**config.mk**
```make
export PLATFORM = sky130hd
export DESIGN_NAME = cva6_cfg_dump
export DESIGN_NICKNAME = d
export VERILOG_FILES = /design/src/rtl/cva6_cfg_dump.sv
export SDC_FILE = /design/constraint.sdc
export NUM_CORES = 1
export LEC_CHECK = 0
export BUFFER_PORTS_ARGS = -buffer_cell sky130_fd_sc_hd__buf_2
export CELL_PAD_IN_SITES_DETAIL_PLACEMENT = 1
export CELL_PAD_IN_SITES_GLOBAL_PLACEMENT = 1
export CORE_AREA = 5 5 96 98
export DETAILED_ROUTE_END_ITERATION = 6
export DIE_AREA = 0 0 101 103
export PLACE_DENSITY = 0.77
export RECOVER_POWER = 25
export SYNTH_ARGS = -nofsm -noshare
export SYNTH_HDL_FRONTEND = slang
export SYNTH_SLANG_ARGS = --single-unit
```
**constraint.sdc**
```tcl
create_clock -name clk_i -period 2.01 [get_ports clk_i]
set_input_delay 0.402 -clock clk_i [delete_from_list [all_inputs] [get_ports clk_i]]
set_output_delay 0.402 -clock clk_i [all_outputs]
set_load 0.005 [all_outputs]
```
**src/rtl/cva6_cfg_dump.sv**
```systemverilog
// Runtime reader for the elaborated CVA6 configuration: a flat table of 64-bit
// discovery words with a random-access read port and an ordered dump stream.

package config_pkg;

   typedef struct packed {
      int unsigned XLEN;
      bit          RVF;
      bit          RVD;
      bit          RVA;
      bit          RVB;
      bit          RVC;
      bit          RVV;
      bit          RVH;
      bit          RVZCB;
      bit          RVZCMP;
      bit          RVZiCond;
      bit          CvxifEn;
      bit          MmuPresent;
      bit          DebugEn;
      bit          PerfCounterEn;
      bit          RVS;
      bit          RVU;
      int unsigned NrPMPEntries;
      int unsigned NrScoreboardEntries;
      int unsigned NrCommitPorts;
      int unsigned NrNonIdempotentRules;
      bit [1023:0] NonIdempotentAddrBase;
      bit [1023:0] NonIdempotentLength;
      int unsigned NrExecuteRegionRules;
      bit [1023:0] ExecuteRegionAddrBase;
      bit [1023:0] ExecuteRegionLength;
      int unsigned NrCachedRegionRules;
      bit [1023:0] CachedRegionAddrBase;
      bit [1023:0] CachedRegionLength;
   } cva6_user_cfg_t;

   // 64-bit Sv39 application-class core; rule i occupies bits [64*i +: 64].
   localparam cva6_user_cfg_t cva6_cfg_default = '{
      XLEN:                  64,
      RVF:                   1'b1,
      RVD:                   1'b1,
      RVA:                   1'b1,
      RVB:                   1'b1,
      RVC:                   1'b1,
      RVV:                   1'b0,
      RVH:                   1'b0,
      RVZCB:                 1'b1,
      RVZCMP:                1'b0,
      RVZiCond:              1'b1,
      CvxifEn:               1'b1,
      MmuPresent:            1'b1,
      DebugEn:               1'b1,
      PerfCounterEn:         1'b1,
      RVS:                   1'b1,
      RVU:                   1'b1,
      NrPMPEntries:          8,
      NrScoreboardEntries:   8,
      NrCommitPorts:         2,
      NrNonIdempotentRules:  2,
      NonIdempotentAddrBase: 1024'({64'h0000_0000_1000_0000, 64'h0000_0000_0000_0000}),
      NonIdempotentLength:   1024'({64'h0000_0000_1000_0000, 64'h0000_0000_0000_1000}),
      NrExecuteRegionRules:  2,
      ExecuteRegionAddrBase: 1024'({64'h0000_0000_0001_0000, 64'h0000_0000_0000_0000}),
      ExecuteRegionLength:   1024'({64'h0000_0000_0001_0000, 64'h0000_0000_0000_1000}),
      NrCachedRegionRules:   2,
      CachedRegionAddrBase:  1024'({64'h0000_0000_8000_0000, 64'h0000_0000_8000_0000}),
      CachedRegionLength:    1024'({64'h0000_0000_4000_0000, 64'h0000_0000_4000_0000})
   };

endpackage

module cva6_cfg_dump #(
   parameter config_pkg::cva6_user_cfg_t CVA6Cfg  = config_pkg::cva6_cfg_default,
   parameter int unsigned                IdxWidth = 8
) (
   input  logic                clk_i,
   input  logic                rst_i,
   input  logic                req_i,
   input  logic [IdxWidth-1:0] addr_i,
   output logic                gnt_o,
   output logic                rvalid_o,
   output logic [63:0]         rdata_o,
   output logic                err_o,
   input  logic                dump_start_i,
   input  logic                dump_abort_i,
   output logic                out_valid_o,
   input  logic                out_ready_i,
   output logic [63:0]         out_data_o,
   output logic                out_last_o,
   output logic                done_o
);

   localparam int unsigned NumNi    = CVA6Cfg.NrNonIdempotentRules;
   localparam int unsigned NumEx    = CVA6Cfg.NrExecuteRegionRules;
   localparam int unsigned NumCa    = CVA6Cfg.NrCachedRegionRules;
   localparam int unsigned NumWords = 2 + 2 * (NumNi + NumEx + NumCa);
   localparam int unsigned ExOffset = 2 + 2 * NumNi;
   localparam int unsigned CaOffset = ExOffset + 2 * NumEx;

   localparam logic [IdxWidth-1:0] LastIdx     = IdxWidth'(NumWords - 1);
   localparam logic                FirstIsLast = (NumWords == 1);

   typedef enum logic {
      IDLE,
      STREAM
   } state_e;

   state_e              state;
   logic [IdxWidth-1:0] idx;
   logic [IdxWidth-1:0] nxt_idx;
   logic [63:0]         table_w [NumWords];
   logic [63:0]         rd_word;
   logic [63:0]         nxt_word;
   logic                addr_in_range;

   always_comb begin
      for (int unsigned k = 0; k < NumWords; k++) begin
         table_w[k] = '0;
      end
      table_w[0] = {32'hCA6C_F600, 16'h0000, 8'h01, 8'(NumWords)};
      table_w[1] = {16'h0000,
                    8'(CVA6Cfg.NrCommitPorts),
                    8'(CVA6Cfg.XLEN),
                    8'(CVA6Cfg.NrScoreboardEntries),
                    8'(CVA6Cfg.NrPMPEntries),
                    CVA6Cfg.RVU, CVA6Cfg.RVS, CVA6Cfg.PerfCounterEn, CVA6Cfg.DebugEn,
                    CVA6Cfg.MmuPresent, CVA6Cfg.CvxifEn, CVA6Cfg.RVZiCond, CVA6Cfg.RVZCMP,
                    CVA6Cfg.RVZCB, CVA6Cfg.RVH, CVA6Cfg.RVV, CVA6Cfg.RVC,
                    CVA6Cfg.RVB, CVA6Cfg.RVA, CVA6Cfg.RVD, CVA6Cfg.RVF};
      for (int unsigned i = 0; i < NumNi; i++) begin
         table_w[2 + 2*i]        = CVA6Cfg.NonIdempotentAddrBase[64*i +: 64];
         table_w[3 + 2*i]        = CVA6Cfg.NonIdempotentLength[64*i +: 64];
      end
      for (int unsigned i = 0; i < NumEx; i++) begin
         table_w[ExOffset + 2*i]     = CVA6Cfg.ExecuteRegionAddrBase[64*i +: 64];
         table_w[ExOffset + 2*i + 1] = CVA6Cfg.ExecuteRegionLength[64*i +: 64];
      end
      for (int unsigned i = 0; i < NumCa; i++) begin
         table_w[CaOffset + 2*i]     = CVA6Cfg.CachedRegionAddrBase[64*i +: 64];
         table_w[CaOffset + 2*i + 1] = CVA6Cfg.CachedRegionLength[64*i +: 64];
      end
   end

   assign nxt_idx       = idx + IdxWidth'(1);
   assign addr_in_range = (32'(addr_i) < NumWords);

   // Compare-based lookup keeps out-of-range indices from selecting past the table.
   always_comb begin
      rd_word  = '0;
      nxt_word = '0;
      for (int unsigned k = 0; k < NumWords; k++) begin
         if (addr_i == IdxWidth'(k)) rd_word = table_w[k];
         if (nxt_idx == IdxWidth'(k)) nxt_word = table_w[k];
      end
   end

   assign gnt_o = req_i && (state == IDLE);

   always_ff @(posedge clk_i or posedge rst_i) begin
      if (rst_i) begin
         rvalid_o <= 1'b0;
         rdata_o  <= '0;
         err_o    <= 1'b0;
      end else begin
         rvalid_o <= gnt_o;
         if (gnt_o) begin
            rdata_o <= addr_in_range ? rd_word : '0;
            err_o   <= !addr_in_range;
         end else begin
            rdata_o <= '0;
            err_o   <= 1'b0;
         end
      end
   end

   // out_valid_o is high for the whole of STREAM, so a handshake reduces to out_ready_i.
   always_ff @(posedge clk_i or posedge rst_i) begin
      if (rst_i) begin
         state       <= IDLE;
         idx         <= '0;
         out_valid_o <= 1'b0;
         out_data_o  <= '0;
         out_last_o  <= 1'b0;
         done_o      <= 1'b0;
      end else begin
         done_o <= 1'b0;
         case (state)
            IDLE: begin
               if (dump_start_i) begin
                  state       <= STREAM;
                  idx         <= '0;
                  out_valid_o <= 1'b1;
                  out_data_o  <= table_w[0];
                  out_last_o  <= FirstIsLast;
               end
            end
            STREAM: begin
               if (dump_abort_i) begin
                  state       <= IDLE;
                  idx         <= '0;
                  out_valid_o <= 1'b0;
                  out_data_o  <= '0;
                  out_last_o  <= 1'b0;
               end else if (out_ready_i) begin
                  if (out_last_o) begin
                     state       <= IDLE;
                     idx         <= '0;
                     out_valid_o <= 1'b0;
                     out_data_o  <= '0;
                     out_last_o  <= 1'b0;
                     done_o      <= 1'b1;
                  end else begin
                     idx        <= nxt_idx;
                     out_data_o <= nxt_word;
                     out_last_o <= (nxt_idx == LastIdx);
                  end
               end
            end
         endcase
      end
   end

endmodule
```
==> impl_summary.log, run 1 <==
INFO  metric clock_path_buffers = 2
INFO  metric area_growth_syn_to_layout = 0.517%
INFO  metric drt_first_iter_violations = 37
INFO  metric pre_cts_ws = 211 ps
INFO  metric synthSimpleGateAreaFrac = 17.0%
INFO  metric synthesis.area = 2420 um2
INFO  metric synthAdderAreaFrac = 2.58%
INFO  metric crit_slowest_cell = dfrtp_1
INFO  metric irDropWorstVdd = 175 uV
INFO  metric cts_hold_repair.buffers = 0
INFO  metric die-width = 101 um
INFO  metric rsz0062_at_grt = no
INFO  metric postPlaceCellArea = 2350 um2
INFO  metric cts.sinks = 30
INFO  metric remaining_drc_errors = 0
INFO  metric avgSynthCellArea = 8.62 um2
INFO  metric multi_input_area = 977 um2
INFO  metric die_area = 10,400 um2
INFO  metric crit_chain = ha_1 -> and3_1 -> nor3_1 -> a31oi_1 -> o31ai_1
INFO  metric design_power_total = 1.44 mW
INFO  metric worst_slew_margin_rel = 48.6%
INFO  metric fin_tns_setup = 0 ps
INFO  metric cts_repair_resize_count = 0
INFO  metric crit_end = out_data_o[16]
INFO  metric port_buffers = 89
INFO  metric layout.cells.non_filler = 424
INFO  metric setup_viol_count_final = 0
INFO  metric wl_per_cell = 12.2 um
INFO  metric chipHeight = 103 um
INFO  metric synth_compound_gate_area_share = 8.68%
INFO  metric timing.critical_path.arrival = 2020 ps
INFO  metric max_cap_viol_count = 0
INFO  metric synthDistinctLibCells = 40
INFO  metric achievable-frequency = 0.542 GHz
INFO  metric totalWireLength = 5.17 mm
INFO  metric antenna-diode-count = 0
INFO  metric number_of_pins_exceeding_their_max_slew_limit_in_the_final_report = 0
INFO  metric first_global_vias = 1,636
INFO  metric max_slew.worst_pin.slew = 771 ps
INFO  metric post_route_cell_area = 2430 um2
INFO  metric critPathMaxFanout = 9
INFO  metric timing.critical_path.to_type = flip-flop
INFO  metric netSwitchingFraction = 29.5%
INFO  metric power-per-cell-area = 591 nW/um2
INFO  metric dp_cells = 416
INFO  metric r2r_path_end = out_data_o[16]
INFO  metric muxShareOfSynthArea = 1.29%
INFO  metric required = 2180 ps
INFO  metric cts_max_level = 2
INFO  metric clkPwrFrac = 34.6%
INFO  metric grtUsageTotal = 9.25%
INFO  metric viasPerCell = 4.03
INFO  metric fp-row-count = 34
INFO  metric setup_ws = 163 ps
INFO  metric cellInternalPower = 1.01 mW
INFO  metric design.core.area = 8380 um2
INFO  metric leakagePower = 1.38 nW
INFO  metric grt_pass1_wl = 7.73 mm
INFO  metric antenna_found_initial = 0
INFO  metric yosys_warnings = 0
INFO  metric post_synthesis_cells = 281
INFO  metric worst-setup-path-type = flip-flop to flip-flop
INFO  metric antenna_left = 0
INFO  metric synth_xor_area_share = 1.81%
INFO  metric place_congestion = 0.832
INFO  metric hpwl_detailed = 4.18 mm
INFO  metric fin_skew = 7.82 ps
INFO  metric firstDrtPassIters = 4
INFO  metric worst_setup_path_start_kind = flip-flop
INFO  metric crit_start = idx[0]
INFO  metric post_cts_repair_timing_setup_buffer_count = 0
INFO  metric postSynthRegisterBits = 30
INFO  metric power_switching = 425 uW
INFO  metric yosysSeqAreaShare = 31.0%
INFO  metric tritoncts = done
INFO  metric critical_path.max_stage_delay = 470 ps
INFO  metric combPwrFrac = 19.4%
INFO  metric n_fill_cell = 1,067
INFO  metric worst_reg2reg_path_depth = 5
INFO  metric synth_top_family_by_area = buffers and inverters
INFO  metric area.sequential = 751 um2
INFO  metric worst_skew_late_latency = 280 ps
INFO  metric worstHoldPathType = input port to async pin
INFO  metric finalNetCount = 334
INFO  metric path_clk_slew = 70 ps
INFO  metric start_util = 28.9%
INFO  metric grt_overflow_total = 0
INFO  metric share_of_cells_above_drive_strength_1 = 33.5%
INFO  metric worstReg2RegStart = idx[0]
INFO  metric detailroute.via_count = 1,707
INFO  metric post-route-period-util = 91.9%
INFO  metric sequentialPowerShare = 46.0%
INFO  metric cts_made_buffers = 5
INFO  metric pin_count_of_the_biggest_net_entering_global_routing = 31
INFO  metric outcome = completed
INFO  metric clk_root_buffer_cell = clkbuf_8
INFO  metric rrSetupSlack = 160 ps
INFO  metric tmin_final = 1850 ps
INFO  metric finalHoldViolCount = 0
INFO  metric i_o_pins = 148
[through the flow]
| step | utilization (%) | hold WS (ps) |
|---|---|---|
| 2_1_floorplan | - | 467 |
| 3_3_place_gp | 28.0 | 466 |
| 3_5_place_dp | 28.0 | 486 |
| 4_1_cts | 29.1 | 202 |
| 5_1_grt | 29.1 | 361 |
| 6_report | 29.1 | 324 |
[kinds of logic (layout without fill, tap and decap cells)]
| family | after synthesis | in the layout |
|---|---|---|
| muxes | 3 | 3 |
| adders and majority gates | 5 | 5 |
| xor gates and xnor gates | 5 | 5 |
| buffers and inverters | 127 | 105 |
| other | 1 | 58 |
| AOI/OAI and AO/OA | 34 | 34 |
| DFF | 30 | 30 |
| and+or+nand+nor | 76 | 76 |
[cells in the final DEF, fill, tap and decap left out, types with 2 or more instances in the layout]
master,instances
buf_2,89
conb_1,58
dfrtp_1,30
nand2_1,22
nor2_1,19
o21ai_0,14
nand3_1,7
o31ai_1,6
inv_1,6
clkbuf_8,6
nand2b_1,5
nor3_1,5
ha_1,5
a31oi_1,4
a21oi_1,4
xor2_1,3
nor2b_1,3
and2_1,3
mux2i_1,2
xnor2_1,2
a22oi_1,2
nor4_4,2
[cell usage after synthesis, drive strengths merged]
cell type	number	area share (%)
nor4	3	2.0
a32oi	1	0.36
o41ai	1	0.36
a21oi	4	0.83
conb	1	0.15
dfrtp	30	31
or2	1	0.26
a22oi	2	0.62
mux2i	2	0.83
nand3	7	1.4
or4	1	0.46
and3	2	0.72
nor2b	3	0.77
nand4	1	0.26
buf	115	36
and2	3	0.77
nor3	6	1.4
o31ai	6	1.9
a31oi	4	1.0
mux2	1	0.46
xnor2	2	0.72
nor2	19	2.9
nand2b	5	1.3
nand4bb	1	0.46
ha	5	2.6
or3	2	0.72
a21o	1	0.31
nand2	22	3.4
xor2	3	1.1
o21ba	1	0.41
inv	6	0.93
clkbuf	6	0.98
o21ai	14	2.9
[how the worst min path moves through the flow]
stage | from | end | slack [ps]
after floorplan | addr_i[0] | rdata_o[62] | 470
after global placement | out_data_o[12] | out_data_o[12] | 470
after detailed placement | out_data_o[16] | out_data_o[16] | 490
after CTS | rst_i | rdata_o[31] | 200
after global routing | addr_i[0] | rdata_o[31] | 360
final | rst_i | rdata_o[31] | 320
[flip-flops by register name, indices dropped and copies added, names as in the netlist]
register and flops:
state 1, out_data_o 8, out_last_o 1, rvalid_o 1, out_valid_o 1, rdata_o 8
done_o 1, idx 8, err_o 1
[power by group through the flow]
stage | registers, mW | logic, mW | clock network (mW)
after floorplan | 0.669 | 0.325 | 0
after global placement | 0.670 | 0.274 | 0
after detailed placement | 0.674 | 0.282 | 0
after CTS | 0.662 | 0.283 | 0.527
after global routing | 0.668 | 0.321 | 0.548
final | 0.661 | 0.279 | 0.499
[worst max-delay path: cells and delay by family, from the launching register on]
family	cells	cell delay [ps]
and+or+nand+nor	2	520
adders and majority gates	1	320
DFF	1	470
AOI/OAI and AO/OA	2	440
[layout make-up]
| type | count | area share (%) |
|---|---|---|
| tap | 108 | 5.55 |
| multi-input combinational | 181 | 40.1 |
| sequential | 30 | 30.8 |
| inverter | 6 | 0.925 |
| clock inverter | 1 | 0.206 |
| timing repair buffer | 91 | 18.8 |
| clock buffer | 7 | 3.55 |
[layer usage]
metal	track usage [%]	vias up	wire [um]
met5	0	-	0
li1	-	811	-
met4	3.99	0	73
met1	10.4	793	2010
met2	17.1	97	2520
met3	1.62	6	569
Power figures use the tool's default switching activity.
==> run 2, diff against run 1 <==
CORE_AREA = 5 5 101 103   (was 5 5 96 98)
DIE_AREA = 0 0 106 108   (was 0 0 101 103)
PLACE_DENSITY = 0.73   (was 0.77)
clock period = 1.6 ns   (was 2.01 ns; I/O delays follow)
==> impl_summary.log, run 2 (same netlist as run 1, synthesis figures left out) <==
INFO  metric mostFrequentLayoutCell = buf_2
INFO  metric setup_viol_count_final = 0
INFO  metric tmin_final = 1550 ps
INFO  metric number_of_pins_exceeding_their_max_slew_limit_in_the_final_report = 0
INFO  metric achievable-frequency = 0.647 GHz
INFO  metric n_fill_cell = 1,116
INFO  metric path_clk_slew = 70 ps
INFO  metric hpwl_detailed = 4.42 mm
INFO  metric dp_cells = 438
INFO  metric post_route_cell_area = 2670 um2
INFO  metric area.sequential = 752 um2
INFO  metric worst_skew_late_latency = 280 ps
INFO  metric clock_path_buffers = 2
INFO  metric antenna_found_initial = 0
INFO  metric timing.critical_path.to_type = flip-flop
INFO  metric max_cap_viol_count = 0
INFO  metric layout.cells.non_filler = 446
INFO  metric setup_ws = 53.7 ps
INFO  metric max_slew.worst_pin.slew = 783 ps
INFO  metric fin_skew = 10.9 ps
INFO  metric crit_chain = buf_4 -> and3_4 -> xnor2_2 -> or2_4 -> o31ai_1
INFO  metric finish.utilization = 29.3%
INFO  metric worstHoldPathType = input port to async pin
INFO  metric i_o_pins = 148
INFO  metric worst_reg2reg_path_depth = 5
INFO  metric antenna-diode-count = 0
INFO  metric required = 1780 ps
INFO  metric worstPathBufferInverterCount = 1
INFO  metric outcome = completed
INFO  metric post-route-period-util = 96.6%
INFO  metric place_congestion = 0.803
INFO  metric r2r_path_end = out_data_o[30]
INFO  metric totalWireLength = 5.50 mm
INFO  metric die-width = 106 um
INFO  metric design_power_total = 1.82 mW
INFO  metric pre_cts_ws = -93.8 ps
INFO  metric worst_setup_path_start_kind = flip-flop
INFO  metric finalNetCount = 354
INFO  metric grtUsageTotal = 9.16%
INFO  metric clk_root_buffer_cell = clkbuf_8
INFO  metric power-per-cell-area = 683 nW/um2
INFO  metric cts_made_buffers = 5
INFO  metric postPlaceCellArea = 2490 um2
INFO  metric path_delay_family = simple AND/OR/NAND/NOR gates
INFO  metric start_util = 26.6%
INFO  metric finalHoldViolCount = 0
INFO  metric critical_path.max_stage_delay = 400 ps
INFO  metric fin_tns_setup = 0 ps
INFO  metric cts_hold_repair.buffers = 0
INFO  metric firstDrtPassIters = 3
INFO  metric timing.critical_path.arrival = 1730 ps
INFO  metric irDropWorstVdd = 251 uV
INFO  metric antenna_left = 0
INFO  metric wl_per_cell = 12.3 um
INFO  metric drt_first_iter_violations = 34
INFO  metric multi_input_area = 1070 um2
INFO  metric die_area = 11,400 um2
INFO  metric cts.sinks = 30
INFO  metric share_of_cells_above_drive_strength_1 = 43.6%
INFO  metric detailroute.via_count = 1,804
INFO  metric worstReg2RegStart = idx[1]
INFO  metric holdWs = 260 ps
INFO  metric tritoncts = done
INFO  metric viasPerCell = 4.04
INFO  metric area_growth_syn_to_layout = 10.2%
INFO  metric design.core.area = 9110 um2
INFO  metric grt_overflow_total = 0
INFO  metric crit_slowest_cell = dfrtp_1
INFO  metric grt_pass1_wl = 8.56 mm
INFO  metric worst-setup-path-type = flip-flop to flip-flop
INFO  metric port_buffers = 89
INFO  metric fp-row-count = 35
INFO  metric rsz0062_at_grt = yes
INFO  metric worst_slew_margin_rel = 47.8%
INFO  metric first_global_vias = 1,777
INFO  metric cts_max_level = 2
INFO  metric top_regs = idx (8), out_data_o (8), rdata_o (8)
INFO  metric leakagePower = 1.49 nW
INFO  metric critPathMaxFanout = 5
INFO  metric layout.cells.most_common_list = buf_2 (89), conb_1 (58), dfrtp_1 (29), nand2_1 (22), buf_4 (21)
INFO  metric chipHeight = 108 um
INFO  metric pin_count_of_the_biggest_net_entering_global_routing = 31
INFO  metric rrSetupSlack = 50 ps
INFO  metric remaining_drc_errors = 0
[run 2: worst max-delay path by stage]
stage	startpoint	endpoint	depth (start not counted)
after floorplan	idx[0]	out_data_o[30]	5
after global placement	idx[0]	out_data_o[38]	6
after detailed placement	idx[0]	out_data_o[30]	5
after CTS	idx[0]	out_data_o[12]	5
after global routing	idx[1]	out_data_o[30]	6
final	idx[1]	out_data_o[30]	5
[run 2: timing repair]
action                                  4_1_cts  5_1_grt
pin swaps                                     0       12
buffers inserted                              0        2
endpoints found under the setup margin        8       10
gates resized for setup                       5       19
endpoints found under the hold margin         0        0
[run 2: layout make-up]
| class | instances | share of cell area, % |
|---|---|---|
| multi-input cells | 181 | 40.1 |
| repair buffers | 111 | 22.8 |
| well taps | 111 | 5.20 |
| flip-flops and latches | 30 | 28.2 |
| clock buffers | 5 | 2.58 |
| inverters | 6 | 0.843 |
| clock inverters | 2 | 0.375 |
[run 2: where the power goes]
part           total (mW)  switching (mW)  leakage (nW)  internal [mW]
sequential          0.825          0.0377         0.406          0.787
clock               0.585           0.294        0.0438          0.292
combinational       0.415           0.232          1.04          0.183
total                1.82           0.563          1.49           1.26
[run 2: routing by layer]
metal | GRT usage [%] | wire length [um] | vias to the layer above
met2 | 16.7 | 2770 | 107
met1 | 10.1 | 2160 | 839
met4 | 4.16 | 68 | 0
li1 | - | - | 854
met3 | 2.21 | 513 | 4
met5 | 0 | 0 | -
[run 2: worst reg2reg max path, stage by stage (launching register included)]
cell	delay (ps)
dfrtp_1	400
buf_4	160
and3_4	200
xnor2_2	150
or2_4	290
o31ai_1	250
